===== config.mk =====
export PLATFORM = sky130hd
export DESIGN_NAME = alu_op_sequencer_flat
export DESIGN_NICKNAME = d
export VERILOG_FILES = /design/src/rtl/alu_seq_pkg.sv /design/src/rtl/alu_seq_if.sv /design/src/rtl/alu_seq_divider.sv /design/src/rtl/alu_op_sequencer.sv /design/src/flat_wrapper.sv
export SDC_FILE = /design/constraint.sdc
export NUM_CORES = 1
export LEC_CHECK = 0
export CAP_MARGIN = 5
export CORE_MARGIN = 1.5
export CORE_UTILIZATION = 45
export CTS_CLUSTER_DIAMETER = 30
export DETAILED_ROUTE_END_ITERATION = 12
export GPL_TIMING_DRIVEN = 0
export PLACE_DENSITY = 0.63
export SLEW_MARGIN = 20
export SYNTH_ARGS = -nofsm -noshare
export SYNTH_HDL_FRONTEND = slang
export SYNTH_HIERARCHICAL = 1
export SYNTH_SLANG_ARGS = --single-unit

===== constraint.sdc =====
create_clock -name clk -period 6.1 [get_ports clk]
set_clock_uncertainty 0.05 [all_clocks]
set_input_delay 1.22 -clock clk [delete_from_list [all_inputs] [get_ports clk]]
set_output_delay 1.22 -clock clk [all_outputs]
set_load 0.05 [all_outputs]

===== src/rtl/alu_seq_pkg.sv =====
// Shared definitions for the ALU operation sequencer: widths, opcodes, FSM states
// and the saturating power-of-ten step.
package alu_seq_pkg;

  localparam int W_IN      = 7;
  localparam int W_OUT     = 2 * W_IN + 1;
  localparam int DIV_ITERS = 7;

  localparam logic [W_OUT-1:0] SAT_MAX      = 15'h7FFF;
  localparam logic [W_OUT-1:0] DIV_ZERO_OUT = 15'h007F;

  localparam logic [2:0] OP_ADD = 3'b000;
  localparam logic [2:0] OP_SUB = 3'b001;
  localparam logic [2:0] OP_DIV = 3'b010;
  localparam logic [2:0] OP_MUL = 3'b011;
  localparam logic [2:0] OP_MOD = 3'b100;
  localparam logic [2:0] OP_COS = 3'b101;
  localparam logic [2:0] OP_POL = 3'b110;
  localparam logic [2:0] OP_POW = 3'b111;

  typedef enum logic [2:0] {
    ST_IDLE = 3'd0,
    ST_EXEC = 3'd1,
    ST_DIV  = 3'd2,
    ST_POW  = 3'd3,
    ST_DONE = 3'd4
  } state_t;

  // Once the accumulator reaches SAT_MAX every further step stays there.
  function automatic logic [W_OUT-1:0] sat_mul10(input logic [W_OUT-1:0] x);
    logic [W_OUT+3:0] p;
    p = {4'b0000, x} * 19'd10;
    return (p > {4'b0000, SAT_MAX}) ? SAT_MAX : p[W_OUT-1:0];
  endfunction

endpackage


===== src/rtl/alu_seq_if.sv =====
// Request/response bundle between the two operand sources, the sequencer and
// the display-side consumer.
interface alu_seq_if;
  import alu_seq_pkg::*;

  logic             req0_valid, req0_ready;
  logic [2:0]       req0_sel;
  logic [W_IN-1:0]  req0_a, req0_b;
  logic             req1_valid, req1_ready;
  logic [2:0]       req1_sel;
  logic [W_IN-1:0]  req1_a, req1_b;
  logic             rsp_valid, rsp_ready, rsp_id, rsp_err, busy;
  logic [W_OUT-1:0] rsp_out;

  modport slave (
    input  req0_valid, req0_sel, req0_a, req0_b,
    input  req1_valid, req1_sel, req1_a, req1_b, rsp_ready,
    output req0_ready, req1_ready, rsp_valid, rsp_id, rsp_out, rsp_err, busy
  );

  modport master (
    output req0_valid, req0_sel, req0_a, req0_b,
    output req1_valid, req1_sel, req1_a, req1_b, rsp_ready,
    input  req0_ready, req1_ready, rsp_valid, rsp_id, rsp_out, rsp_err, busy
  );
endinterface


===== src/rtl/alu_seq_divider.sv =====
// Restoring divider: loads on start, then performs one quotient bit per cycle.
// done flags the final iteration; quot/rem show that iteration's result.
module alu_seq_divider
  import alu_seq_pkg::*;
(
  input  logic            clk,
  input  logic            rst,
  input  logic            start,
  input  logic [W_IN-1:0] dividend,
  input  logic [W_IN-1:0] divisor,
  output logic            done,
  output logic [W_IN-1:0] quot,
  output logic [W_IN-1:0] rem,
  output logic            dz
);

  logic [W_IN-1:0] rem_q, quot_q, dvs_q;
  logic [2:0]      cnt_q;
  logic [W_IN:0]   shifted, trial;
  logic            fits;

  // NOTE: every always_comb output gets a default first so no latch is inferred.
  always_comb begin
    shifted = {rem_q, quot_q[W_IN-1]};
    trial   = shifted - {1'b0, dvs_q};
    fits    = (shifted >= {1'b0, dvs_q});
    rem     = fits ? trial[W_IN-1:0] : shifted[W_IN-1:0];
    quot    = {quot_q[W_IN-2:0], fits};
  end

  // NOTE: sequential state uses non-blocking assignments only.
  always_ff @(posedge clk or posedge rst) begin
    if (rst) begin
      rem_q  <= '0;
      quot_q <= '0;
      dvs_q  <= '0;
      cnt_q  <= '0;
    end else if (start) begin
      rem_q  <= '0;
      quot_q <= dividend;
      dvs_q  <= divisor;
      cnt_q  <= 3'(DIV_ITERS);
    end else if (cnt_q != 3'd0) begin
      rem_q  <= rem;
      quot_q <= quot;
      cnt_q  <= cnt_q - 3'd1;
    end
  end

  assign done = (cnt_q == 3'd1);
  assign dz   = (dvs_q == '0);

endmodule


===== src/rtl/alu_op_sequencer.sv =====
// Round-robin shared ALU: arbitrates two requesters, sequences single-cycle,
// divide/modulo and power-of-ten operations, and holds one result until taken.
module alu_op_sequencer
  import alu_seq_pkg::*;
(
  input  logic      clk,
  input  logic      rst,
  alu_seq_if.slave  bus
);

  state_t           state_q, state_d;
  logic             last_grant_q, grant, accept, div_start;
  logic [2:0]       sel_in, op_sel_q;
  logic [W_IN-1:0]  a_in, b_in, op_a_q, op_b_q;
  logic [W_OUT-1:0] acc_q, exec_out, rsp_out_q;
  logic             exec_err, rsp_err_q, rsp_id_q;
  logic             div_done, div_dz;
  logic [W_IN-1:0]  div_quot, div_rem;

  always_comb begin
    if (bus.req0_valid && bus.req1_valid) grant = ~last_grant_q;
    else if (bus.req0_valid)              grant = 1'b0;
    else if (bus.req1_valid)              grant = 1'b1;
    else                                  grant = ~last_grant_q;
    sel_in = grant ? bus.req1_sel : bus.req0_sel;
    a_in   = grant ? bus.req1_a   : bus.req0_a;
    b_in   = grant ? bus.req1_b   : bus.req0_b;
  end

  always_ff @(posedge clk or posedge rst) begin
    if (rst) state_q <= ST_IDLE;
    else     state_q <= state_d;
  end

  always_comb begin
    state_d        = state_q;
    bus.req0_ready = 1'b0;
    bus.req1_ready = 1'b0;
    accept         = 1'b0;
    unique case (state_q)
      ST_IDLE: begin
        bus.req0_ready = ~grant;
        bus.req1_ready = grant;
        accept = grant ? bus.req1_valid : bus.req0_valid;
        if (accept) begin
          if (sel_in == OP_DIV || sel_in == OP_MOD) state_d = ST_DIV;
          else if (sel_in == OP_POW)                state_d = ST_POW;
          else                                      state_d = ST_EXEC;
        end
      end
      ST_EXEC: state_d = ST_DONE;
      ST_DIV:  if (div_done)         state_d = ST_DONE;
      ST_POW:  if (op_a_q == '0)     state_d = ST_DONE;
      ST_DONE: if (bus.rsp_ready)    state_d = ST_IDLE;
      default: state_d = ST_IDLE;
    endcase
  end

  assign div_start = accept && (sel_in == OP_DIV || sel_in == OP_MOD);

  always_comb begin
    exec_out = '0;
    exec_err = 1'b0;
    case (op_sel_q)
      OP_ADD:  exec_out = W_OUT'(op_a_q) + W_OUT'(op_b_q);
      OP_SUB:  exec_out = W_OUT'(op_a_q) - W_OUT'(op_b_q);
      OP_MUL:  exec_out = W_OUT'(op_a_q) * W_OUT'(op_b_q);
      default: exec_err = 1'b1;
    endcase
  end

  // The captured operand A doubles as the power loop's remaining-step counter.
  always_ff @(posedge clk or posedge rst) begin
    if (rst) begin
      last_grant_q <= 1'b1;
      op_sel_q     <= '0;
      op_a_q       <= '0;
      op_b_q       <= '0;
      acc_q        <= '0;
      rsp_out_q    <= '0;
      rsp_err_q    <= 1'b0;
      rsp_id_q     <= 1'b0;
    end else begin
      if (accept) begin
        last_grant_q <= grant;
        op_sel_q     <= sel_in;
        op_a_q       <= a_in;
        op_b_q       <= b_in;
        rsp_id_q     <= grant;
        acc_q        <= W_OUT'(1);
      end
      case (state_q)
        ST_EXEC: begin
          rsp_out_q <= exec_out;
          rsp_err_q <= exec_err;
        end
        ST_DIV: if (div_done) begin
          rsp_err_q <= div_dz;
          if (div_dz)                  rsp_out_q <= DIV_ZERO_OUT;
          else if (op_sel_q == OP_MOD) rsp_out_q <= W_OUT'(div_rem);
          else                         rsp_out_q <= W_OUT'(div_quot);
        end
        ST_POW: begin
          if (op_a_q == '0) begin
            rsp_out_q <= acc_q;
            rsp_err_q <= 1'b0;
          end else begin
            acc_q  <= sat_mul10(acc_q);
            op_a_q <= op_a_q - 1'b1;
          end
        end
        default: ;
      endcase
    end
  end

  alu_seq_divider u_div (
    .clk      (clk),
    .rst      (rst),
    .start    (div_start),
    .dividend (a_in),
    .divisor  (b_in),
    .done     (div_done),
    .quot     (div_quot),
    .rem      (div_rem),
    .dz       (div_dz)
  );

  assign bus.rsp_valid = (state_q == ST_DONE);
  assign bus.busy      = (state_q != ST_IDLE);
  assign bus.rsp_out   = rsp_out_q;
  assign bus.rsp_err   = rsp_err_q;
  assign bus.rsp_id    = rsp_id_q;

endmodule


===== src/flat_wrapper.sv =====
// flat-port wrapper written by rule: the top's interface ports become plain ports
module alu_op_sequencer_flat import alu_seq_pkg::*;
  (clk, rst, bus_req0_valid, bus_req0_sel, bus_req0_a, bus_req0_b, bus_req1_valid, bus_req1_sel, bus_req1_a, bus_req1_b, bus_rsp_ready, bus_req0_ready, bus_req1_ready, bus_rsp_valid, bus_rsp_id, bus_rsp_out, bus_rsp_err, bus_busy);
  alu_seq_if bus_i ();
  input  logic clk;
  input  logic rst;
  input wire logic [$bits(bus_i.req0_valid)-1:0] bus_req0_valid;
  input wire logic [$bits(bus_i.req0_sel)-1:0] bus_req0_sel;
  input wire logic [$bits(bus_i.req0_a)-1:0] bus_req0_a;
  input wire logic [$bits(bus_i.req0_b)-1:0] bus_req0_b;
  input wire logic [$bits(bus_i.req1_valid)-1:0] bus_req1_valid;
  input wire logic [$bits(bus_i.req1_sel)-1:0] bus_req1_sel;
  input wire logic [$bits(bus_i.req1_a)-1:0] bus_req1_a;
  input wire logic [$bits(bus_i.req1_b)-1:0] bus_req1_b;
  input wire logic [$bits(bus_i.rsp_ready)-1:0] bus_rsp_ready;
  output wire logic [$bits(bus_i.req0_ready)-1:0] bus_req0_ready;
  output wire logic [$bits(bus_i.req1_ready)-1:0] bus_req1_ready;
  output wire logic [$bits(bus_i.rsp_valid)-1:0] bus_rsp_valid;
  output wire logic [$bits(bus_i.rsp_id)-1:0] bus_rsp_id;
  output wire logic [$bits(bus_i.rsp_out)-1:0] bus_rsp_out;
  output wire logic [$bits(bus_i.rsp_err)-1:0] bus_rsp_err;
  output wire logic [$bits(bus_i.busy)-1:0] bus_busy;
  assign bus_i.req0_valid = bus_req0_valid;
  assign bus_i.req0_sel = bus_req0_sel;
  assign bus_i.req0_a = bus_req0_a;
  assign bus_i.req0_b = bus_req0_b;
  assign bus_i.req1_valid = bus_req1_valid;
  assign bus_i.req1_sel = bus_req1_sel;
  assign bus_i.req1_a = bus_req1_a;
  assign bus_i.req1_b = bus_req1_b;
  assign bus_i.rsp_ready = bus_rsp_ready;
  assign bus_req0_ready = bus_i.req0_ready;
  assign bus_req1_ready = bus_i.req1_ready;
  assign bus_rsp_valid = bus_i.rsp_valid;
  assign bus_rsp_id = bus_i.rsp_id;
  assign bus_rsp_out = bus_i.rsp_out;
  assign bus_rsp_err = bus_i.rsp_err;
  assign bus_busy = bus_i.busy;
  alu_op_sequencer u_core (.clk(clk), .rst(rst), .bus(bus_i));
endmodule

==> flow_metrics.env <==
export IMPL_status="finished clean"
export IMPL_detail_route_antenna_nets=0
export IMPL_grt_overflow_total=0
export IMPL_maxCapViolCount=0
export IMPL_ys_ff_latch=77
export IMPL_critPathMaxFanout=7
export IMPL_cts_tree="done"
export IMPL_yosysTopAreaCell="dfrtp_1"
export IMPL_core_sq_mm=0.0160
export IMPL_start_util=0.463
export IMPL_synth_top_area_share=0.257
export IMPL_drc=0
export IMPL_clock_path_buffers=2
export IMPL_setup_viol=0
export IMPL_die_area_sq_mm=0.0172
export IMPL_cp_common_cell="inv_1"
export IMPL_async_reset_ff_frac=1.00
export IMPL_syn_to_final_growth_pct=15.6
export IMPL_htree_num_levels=3
export IMPL_tightest_slew_ns=1.21
export IMPL_final_common_cell="ha_1"
export IMPL_ctsHoldBuffers=0
export IMPL_dieWidth_microns=131
export IMPL_avgSynthCellArea_sq_um=8.92
export IMPL_post_route_util=0.535
export IMPL_nets=1050
export IMPL_cts_repair_resized=0
export IMPL_grt_pass1_wl_microns=31400
export IMPL_finalWirelength_microns=19200
export IMPL_io_buffers=59
export IMPL_grt_max_degree=54
export IMPL_slew_headroom=0.183
export IMPL_clkTransAtPathRegs_ns=0.06
export IMPL_wl_per_cell_microns=17.1
export IMPL_max_freq_ghz=0.197
export IMPL_grt_usage=0.230
export IMPL_hold_path_class="flop to flop"
export IMPL_cp_slowest_stage_delay_ns=0.53
export IMPL_synthFlopType="dfrtp_1"
export IMPL_synthTopCellsByArea="dfrtp_1, ha_1, fa_1"
export IMPL_hold_viol=0
export IMPL_drt_iter0_markers=329
export IMPL_synth_edf_count=0
export IMPL_via_per_inst=5.60
export IMPL_clkLatencyLatePin_ns=0.35
export IMPL_rsz0062_at_grt="no"
export IMPL_worstSetupStartpointType="flop"
export IMPL_grt_pass1_vias=6008
export IMPL_firstDrtPassIters=5
export IMPL_min_period_over_period=0.833
export IMPL_post_cts_buffers=0
export IMPL_min_period_ns=5.08
export IMPL_num_rows=46
export IMPL_cts_buffers=9
export IMPL_path_delay_family="adder cells"
export IMPL_synth_area_sq_mm=0.00740
export IMPL_hpwl_microns=15500
export IMPL_drive_gt1_frac=0.0951
export IMPL_multi_input_area_sq_mm=0.00498
export IMPL_synth_distinct_cells=88
export IMPL_end_kind="flop"
export IMPL_cts_sinks=77
export IMPL_diodes=0
export IMPL_seq_area_sq_mm=0.00193
export IMPL_syn_num_nets=980
export IMPL_required_ns=6.25
export IMPL_root_buffer="clkbuf_16"
export IMPL_worstPathCellList="clkbuf_1 > inv_1 > nor2_1 > fa_1 > inv_1 > fa_1 > inv_1 > fa_1 > inv_1 > fa_1 > inv_1 > ha_1 > nand3_1 > nand2_1 > a41o_1 > o41ai_2 > o21ai_0 > xnor2_1 > o221ai_1"
export IMPL_setup_tns_ns=0
export IMPL_ys_warn_count=6
export IMPL_syn_inst=830
export IMPL_ys_seq_area_frac=0.260
export IMPL_worstSetupPathType="flop to flop"
export IMPL_grt_antenna_before_repair=0
export IMPL_io_pins=60
export IMPL_n_fill_cell=1556
export IMPL_num_vias=6272
export IMPL_cp_arrival_ns=5.23
export IMPL_gp_congestion=0.846
export IMPL_cp_slowest_cell="fa_1"
export IMPL_critPathBufInv=6
export IMPL_die_y_microns=131
export IMPL_final_cell_mix="ha_1, nand2_1, dfrtp_1, inv_1, nor2_1"
export IMPL_finalMaxSlewViolations=0
logic make-up (layout without fill, tap and decap cells):
logic type | count (synthesis) | count (layout) | synth area share
AOI/OAI and AO/OA | 224 | 224 | 0.206
xor gates and xnor gates | 35 | 35 | 0.0424
adders and majority gates | 112 | 112 | 0.217
buffers and inverters | 112 | 186 | 0.0664
DFF | 77 | 77 | 0.260
muxes | 35 | 35 | 0.0526
and+or+nand+nor | 235 | 235 | 0.155
tightest hold or removal path, cell delays in order, from the launching register on:
cell and delay (ns):
dfrtp_1 0.34, nand2_1 0.04, o21ai_0 0.06
synthesized netlist by cell type (all sizes together) (3+ instances only):
cell and instances:
ha 83, nand2 77, dfrtp 76, inv 74, a21oi 70, nor2 67, o21ai 65, fa 28
xnor2 23, clkbuf 19, mux2 19, buf 17, nand3 17, mux2i 16, nor3 16, and2 15
a211oi 13, xor2 12, a31oi 11, a221oi 9, nor2b 9, nor3b 9, nand2b 7, o31ai 7
a21o 6, o21a 5, nand4 4, a311oi 3, and3 3, o21bai 3, or4 3
routing by layer:
layer | track usage | routed length [microns] | vias to the layer above
li1 | - | - | 3060
met1 | 0.322 | 9020 | 3043
met3 | 0.0313 | 793 | 17
met2 | 0.376 | 9040 | 152
met4 | 0.0568 | 310 | 0
met5 | 0 | 0 | -
layout make-up:
cell class | count | area share
multi-input cells | 641 | 0.582
plain buffers | 38 | 0.0247
clock inverters | 5 | 0.00716
repair buffers | 59 | 0.0690
well taps | 216 | 0.0316
inverters | 74 | 0.0330
clock buffers | 10 | 0.0268
flip-flops and latches | 77 | 0.225
sequential cells by signal (all words and copies together), names as in the netlist:
signal,cells
u_core/op_sel_q,3
u_core/last_grant_q,1
u_core/bus.rsp_err,1
u_core/acc_q,15
u_core/u_div/rem_q,7
u_core/op_a_q,7
u_core/bus.rsp_id,1
u_core/state_q,3
u_core/op_b_q,7
u_core/u_div/quot_q,7
u_core/u_div/cnt_q,3
u_core/bus.rsp_out,15
u_core/u_div/dvs_q,7
path summary, 6_finish.rpt:
check,start,end,cells after the start,slack (ns)
setup / recovery,u_core/op_a_q[4],u_core/bus.rsp_out[12],19,1.02
hold / removal,u_core/bus.rsp_out[14],u_core/bus.rsp_out[14],2,0.43
setup reg to reg,u_core/op_a_q[4],u_core/bus.rsp_out[12],19,1.02
hold reg to reg,u_core/bus.rsp_out[14],u_core/bus.rsp_out[14],2,0.43
max in group asynchronous,rst,u_core/u_div/quot_q[3],2,3.97
min in group asynchronous,rst,u_core/acc_q[3],2,1.31
metrics by stage:
stage          cell area (sq um)  instances  hold WS [ns]  worst slack [ns]
2_1_floorplan               7400        830         0.429              1.61
3_3_place_gp                8260       1105         0.415              1.05
3_5_place_dp                8270       1105         0.426              1.00
4_1_cts                     8560       1120         0.439             0.980
5_1_grt                     8560       1120         0.478             0.716
6_report                    8560       1120         0.432              1.02
Power is not shown: default switching activity piles up to over one toggle a cycle in this logic, so the estimate is an artifact.
